<file path="src/rtl/hood_mode_scheduler.sv">
// hood_mode_scheduler: range-hood mode FSM. Decodes one-cycle button pulses
// into fan levels, self-clean and a level-3 exit countdown, and keeps the
// seconds countdown for every timed mode. All outputs come straight from flops.
module hood_mode_scheduler #(
  parameter int unsigned TICKS_PER_SEC = 100_000_000,
  parameter int unsigned L3_SEC        = 60,
  parameter int unsigned EXIT_SEC      = 60,
  parameter int unsigned CLEAN_SEC     = 180
) (
  input  logic       clk,
  input  logic       rst,
  input  logic       machine_state,
  input  logic       menu_btn,
  input  logic       level1_btn,
  input  logic       level2_btn,
  input  logic       level3_btn,
  input  logic       clean_btn,
  output logic [2:0] mode,
  output logic [1:0] fan_level,
  output logic [7:0] remaining_sec,
  output logic       l3_used,
  output logic       clean_done
);

  localparam int unsigned      CNT_W      = (TICKS_PER_SEC > 1) ? $clog2(TICKS_PER_SEC) : 1;
  localparam logic [CNT_W-1:0] TICK_MAX   = CNT_W'(TICKS_PER_SEC - 1);
  localparam logic [7:0]       L3_SEC_V   = 8'(L3_SEC);
  localparam logic [7:0]       EXIT_SEC_V = 8'(EXIT_SEC);
  localparam logic [7:0]       CLEAN_SEC_V = 8'(CLEAN_SEC);

  typedef enum logic [2:0] {
    MODE_OFF     = 3'd0,
    MODE_STANDBY = 3'd1,
    MODE_MENU    = 3'd2,
    MODE_L1      = 3'd3,
    MODE_L2      = 3'd4,
    MODE_L3      = 3'd5,
    MODE_L3_EXIT = 3'd6,
    MODE_CLEAN   = 3'd7
  } mode_t;

  typedef enum logic [2:0] {
    BTN_NONE  = 3'd0,
    BTN_MENU  = 3'd1,
    BTN_CLEAN = 3'd2,
    BTN_L3    = 3'd3,
    BTN_L2    = 3'd4,
    BTN_L1    = 3'd5
  } btn_t;

  mode_t            mode_r;
  mode_t            mode_nxt_s;
  logic [1:0]       fan_r;
  logic [1:0]       fan_nxt_s;
  logic [7:0]       rem_r;
  logic [7:0]       rem_nxt_s;
  logic             used_r;
  logic             used_nxt_s;
  logic             done_r;
  logic             done_nxt_s;
  logic [CNT_W-1:0] cnt_r;
  logic [CNT_W-1:0] cnt_nxt_s;
  btn_t             btn_s;
  logic             timed_s;
  logic             tick_s;
  logic             expire_s;
  logic             enter_s;

  // Modes whose duration is bounded by the seconds countdown.
  function automatic logic is_timed(input mode_t m);
    return (m == MODE_L3) || (m == MODE_L3_EXIT) || (m == MODE_CLEAN);
  endfunction

  // Fan speed shown for a given mode.
  function automatic logic [1:0] fan_for(input mode_t m);
    case (m)
      MODE_L1:      return 2'd1;
      MODE_L2:      return 2'd2;
      MODE_L3:      return 2'd3;
      MODE_L3_EXIT: return 2'd3;
      default:      return 2'd0;
    endcase
  endfunction

  // Pick the single winning button: menu > clean > level3 > level2 > level1.
  always_comb begin
    btn_s = BTN_NONE;
    if (menu_btn) begin
      btn_s = BTN_MENU;
    end else if (clean_btn) begin
      btn_s = BTN_CLEAN;
    end else if (level3_btn) begin
      btn_s = BTN_L3;
    end else if (level2_btn) begin
      btn_s = BTN_L2;
    end else if (level1_btn) begin
      btn_s = BTN_L1;
    end else begin
      btn_s = BTN_NONE;
    end
  end

  // Next mode: power loss first, then countdown expiry, then the winning button.
  always_comb begin
    mode_nxt_s = mode_r;
    timed_s    = is_timed(mode_r);
    tick_s     = timed_s && (cnt_r == TICK_MAX);
    expire_s   = tick_s && (rem_r <= 8'd1);
    if (!machine_state) begin
      mode_nxt_s = MODE_OFF;
    end else begin
      case (mode_r)
        MODE_OFF: mode_nxt_s = MODE_STANDBY;
        MODE_STANDBY: begin
          if (btn_s == BTN_MENU) mode_nxt_s = MODE_MENU;
          else                   mode_nxt_s = mode_r;
        end
        MODE_MENU: begin
          case (btn_s)
            BTN_MENU:  mode_nxt_s = MODE_STANDBY;
            BTN_CLEAN: mode_nxt_s = MODE_CLEAN;
            BTN_L3:    mode_nxt_s = used_r ? mode_r : MODE_L3;
            BTN_L2:    mode_nxt_s = MODE_L2;
            BTN_L1:    mode_nxt_s = MODE_L1;
            default:   mode_nxt_s = mode_r;
          endcase
        end
        MODE_L1, MODE_L2: begin
          case (btn_s)
            BTN_MENU: mode_nxt_s = MODE_STANDBY;
            BTN_L3:   mode_nxt_s = used_r ? mode_r : MODE_L3;
            BTN_L2:   mode_nxt_s = MODE_L2;
            BTN_L1:   mode_nxt_s = MODE_L1;
            default:  mode_nxt_s = mode_r;
          endcase
        end
        MODE_L3: begin
          if (expire_s)                mode_nxt_s = MODE_L2;
          else if (btn_s == BTN_MENU)  mode_nxt_s = MODE_L3_EXIT;
          else                         mode_nxt_s = mode_r;
        end
        MODE_L3_EXIT, MODE_CLEAN: begin
          if (expire_s) mode_nxt_s = MODE_STANDBY;
          else          mode_nxt_s = mode_r;
        end
        default: mode_nxt_s = MODE_STANDBY;
      endcase
    end
  end

  // Datapath next values: tick counter, seconds left, level-3 latch, clean pulse.
  always_comb begin
    enter_s    = (mode_nxt_s != mode_r);
    cnt_nxt_s  = {CNT_W{1'b0}};
    rem_nxt_s  = 8'd0;
    fan_nxt_s  = fan_for(mode_nxt_s);
    done_nxt_s = machine_state && (mode_r == MODE_CLEAN) && expire_s;

    // A fresh timed mode restarts the sub-second count so its first second is full.
    if (is_timed(mode_nxt_s) && !enter_s) begin
      if (tick_s) cnt_nxt_s = {CNT_W{1'b0}};
      else        cnt_nxt_s = cnt_r + CNT_W'(1);
    end else begin
      cnt_nxt_s = {CNT_W{1'b0}};
    end

    case (mode_nxt_s)
      MODE_L3:      rem_nxt_s = enter_s ? L3_SEC_V    : (tick_s ? rem_r - 8'd1 : rem_r);
      MODE_L3_EXIT: rem_nxt_s = enter_s ? EXIT_SEC_V  : (tick_s ? rem_r - 8'd1 : rem_r);
      MODE_CLEAN:   rem_nxt_s = enter_s ? CLEAN_SEC_V : (tick_s ? rem_r - 8'd1 : rem_r);
      default:      rem_nxt_s = 8'd0;
    endcase

    if (!machine_state) begin
      used_nxt_s = 1'b0;
    end else if (enter_s && (mode_nxt_s == MODE_L3)) begin
      used_nxt_s = 1'b1;
    end else begin
      used_nxt_s = used_r;
    end
  end

  // State and output registers.
  always_ff @(posedge clk or negedge rst) begin
    if (!rst) begin
      mode_r <= MODE_OFF;
      fan_r  <= 2'd0;
      rem_r  <= 8'd0;
      used_r <= 1'b0;
      done_r <= 1'b0;
      cnt_r  <= {CNT_W{1'b0}};
    end else begin
      mode_r <= mode_nxt_s;
      fan_r  <= fan_nxt_s;
      rem_r  <= rem_nxt_s;
      used_r <= used_nxt_s;
      done_r <= done_nxt_s;
      cnt_r  <= cnt_nxt_s;
    end
  end

  assign mode          = mode_r;
  assign fan_level     = fan_r;
  assign remaining_sec = rem_r;
  assign l3_used       = used_r;
  assign clean_done    = done_r;

endmodule

</file>
<file path="config.mk">
export PLATFORM = sky130hd
export DESIGN_NAME = hood_mode_scheduler
export DESIGN_NICKNAME = d
export VERILOG_FILES = /design/src/rtl/hood_mode_scheduler.sv
export SDC_FILE = /design/constraint.sdc
export NUM_CORES = 1
export LEC_CHECK = 0
export BUFFER_PORTS_ARGS = -buffer_cell sky130_fd_sc_hd__buf_4
export CORE_MARGIN = 1
export CORE_UTILIZATION = 50
export DETAILED_ROUTE_END_ITERATION = 8
export PLACE_DENSITY_LB_ADDON = 0.12
export SKIP_CTS_REPAIR_TIMING = 1
export SLEW_MARGIN = 25
export SYNTH_ARGS = -nofsm -noshare
export SYNTH_HDL_FRONTEND = slang
export SYNTH_SLANG_ARGS = --single-unit
</file>
<file path="constraint.sdc">
create_clock -name clk -period 2.3 [get_ports clk]
set_input_delay 0.115 -clock clk [delete_from_list [all_inputs] [get_ports clk]]
set_output_delay 0.115 -clock clk [all_outputs]
set_load 0.005 [all_outputs]
</file>
==> reports/qor.yml <==
synth_area_leaders: "dfrtp_1 (39%), nor2_1 (6.2%), xnor2_1 (5.9%), nand3_1 (4.9%), xor2_1 (4.3%)"
seqPwrFrac: 0.530
setup_ws_ns: -0.233
pwr-share-clk: 0.337
ys_seq_elements: 42
area_delta_synth_final_pct: 37.8
max-vdd-ir-drop_uv: 382
rr_worst_depth: 8
p_sw_uw: 371
grt_max_degree: 43
dpl_worst_slack_ns: -0.245
syn_area_um2: 2670
final_cells: 470
tightest_slew_ns: 0.526
use_met3: 0.0509
cts_root_buffer: "clkbuf_8"
core_area_um2: 5140
wl_per_cell_um: 14.2
cts_buffer_depth: 2
synth_cells: 308
min_path_cells: 2
switching_share: 0.264
fin_crit_sh: 1.10
finalInstanceArea_um2: 3680
drc: 0
end_kind: "flip-flop"
dieWidth_um: 75.1
core.rowCount: 26
finalPower_uw: 1410
slowest_stage: "and4b_2"
synth-main-ff-cell: "dfrtp_1"
crit_path_max_fanout: 8
drv_slew: 0
placed_area_um2: 3450
yosysTopAreaCellShare: 0.394
crit_chain: "ha_1 > nand4_1 > nor4b_4 > and4b_2 > a31oi_4 > or3_4 > and4_4 > a221oi_2"
place_inst: 459
critPathLaunch: "cnt_r[0]"
gp_congestion: 0.857
cts_tree: "done"
leakage_uw: 0.00166
critical_path_class: "reg2reg"
violations: "setup timing"
clkSinkCount: 42
drt-pass1-iter-count: 5
grt_use_met1: 0.335
gr-max-usage-layer: "met2"
status: "finished with violations"
ys_seq_area_frac: 0.394
synth_edf_count: 0
clock_skew_ns: 0.00882
die_height_um: 75.1
numCtsBuffers: 5
ant_nets: 0
drive_above_1_share: 0.360
clock_latency_ns: 0.30
pwr-share-comb: 0.133
min_path_type: "in2reg"
fp.dieArea_um2: 5640
path_clk_slew_ns: 0.08
io_pins: 23
routed_via_density: 5.42
final_common_cell: "buf_4"
initial_core_util: 0.519
syn_area_per_cell_um2: 8.67
maxCapViolCount: 0
p_per_area_nw_per_um2: 382
period_needed_ns: 2.53
reg2reg_from: "cnt_r[0]"
max_slew_margin: 0.650
vias: 2549
totalWireLength_um: 6650
synth_nets: 319
critPathArrivalTime_ns: 2.73
grtUsageTotal: 0.246
antenna_found_initial: 0
worstHoldStart: "machine_state"
dp_hpwl_um: 4680
critPathRequiredTime_ns: 2.50
antenna_cells: 0
p_int_uw: 1040
ys_async_sr_fraction: 1.00
drt_iter0_markers: 130
first_global_vias: 2311
fmax_ghz: 0.395
layout_common_cells: "buf_4 (96), nor2_1 (42), dfrtp_1 (42)"
yosysTopAreaCell: "dfrtp_1"
yosys_warnings: 0
cts_max_level: 2
synth_cell_types: 55
start_kind: "flip-flop"
port-buffer-count: 22
rsz0062_at_grt: "true"
grt_pass1_wl_um: 10400
grt_use_met2: 0.399
finalHoldViolations: 0
nets: 410
fin_tns_setup_ns: -6.40
grt.overflow.total: 0
setup_violations: 37
max_stage_delay_ns: 0.39
==> power by group through the flow <==
stage | Combinational (uW) | Clock, uW | Sequential, uW
after floorplan | 87.5 | 0 | 761
after global placement | 167 | 0 | 759
after detailed placement | 169 | 0 | 760
after CTS | 170 | 483 | 745
after global routing | 204 | 510 | 745
final | 187 | 474 | 745
==> metal layers <==
layer | share of wire | vias up
li1 | - | 1263
met1 | 0.48 | 1215
met2 | 0.47 | 61
met3 | 0.036 | 10
met4 | 0.016 | 0
met5 | 0 | -
==> logic make-up after synthesis <==
logic type / Yosys count / synth area share
simple gates: 162 / 0.326
fa+ha+maj: 3 / 0.0141
compound gates: 39 / 0.115
buf+inv: 30 / 0.0459
flops: 42 / 0.394
mux: 1 / 0.00375
xor+xnor: 31 / 0.102
==> final timing paths <==
kind                                         end  slack, ns
min in group asynchronous               cnt_r[3]       0.33
max in group asynchronous              cnt_r[23]       1.60
worst min-delay path                     l3_used       0.15
worst max register to register  remaining_sec[3]      -0.23
worst max-delay path            remaining_sec[3]      -0.23
worst min register to register         cnt_r[23]       0.56
==> cell usage after synthesis (4+ instances only) <==
cell and number:
xnor2_1 18, xor2_1 13, nor4bb_1 4, or2_2 4
nand2b_1 4, dfrtp_1 42, nor4_1 5, and3_1 9
nand4_1 7, nand3_1 26, nor2_1 44, clkbuf_1 10
buf_2 5, a21oi_1 10, nand2_1 29, nor3_1 10
inv_1 13
==> final cells by class <==
cell class	count	area, um^2
Clock inverter	2	13.8
Clock buffer	6	72.6
Sequential cell	42	1050
Tap cell	70	87.6
Fill cell	412	1460
Inverter	14	55.1
Multi-Input combinational cell	236	1630
Timing Repair Buffer	100	773
==> stage by stage <==
| stage | util | hold WS (ns) |
|---|---|---|
| after floorplan | - | -0.181 |
| after global placement | 0.672 | 0.131 |
| after detailed placement | 0.672 | 0.131 |
| after CTS | 0.688 | -0.192 |
| after global routing | 0.716 | 0.152 |
| final | 0.716 | 0.145 |
==> sequential cells by signal (all words and copies together) (netlist names) <==
signal         count
clean_done         1
cnt_r             27
fan_level          2
l3_used            1
mode               3
remaining_sec      8
==> critical path, delay by kind of cell (launching register included) <==
family | cells | cell delay [ns]
AOI/OAI and AO/OA | 2 | 0.37
adders and majority gates | 1 | 0.18
DFF | 1 | 0.36
and+or+nand+nor | 5 | 1.53
Power figures use the tool's default switching activity.
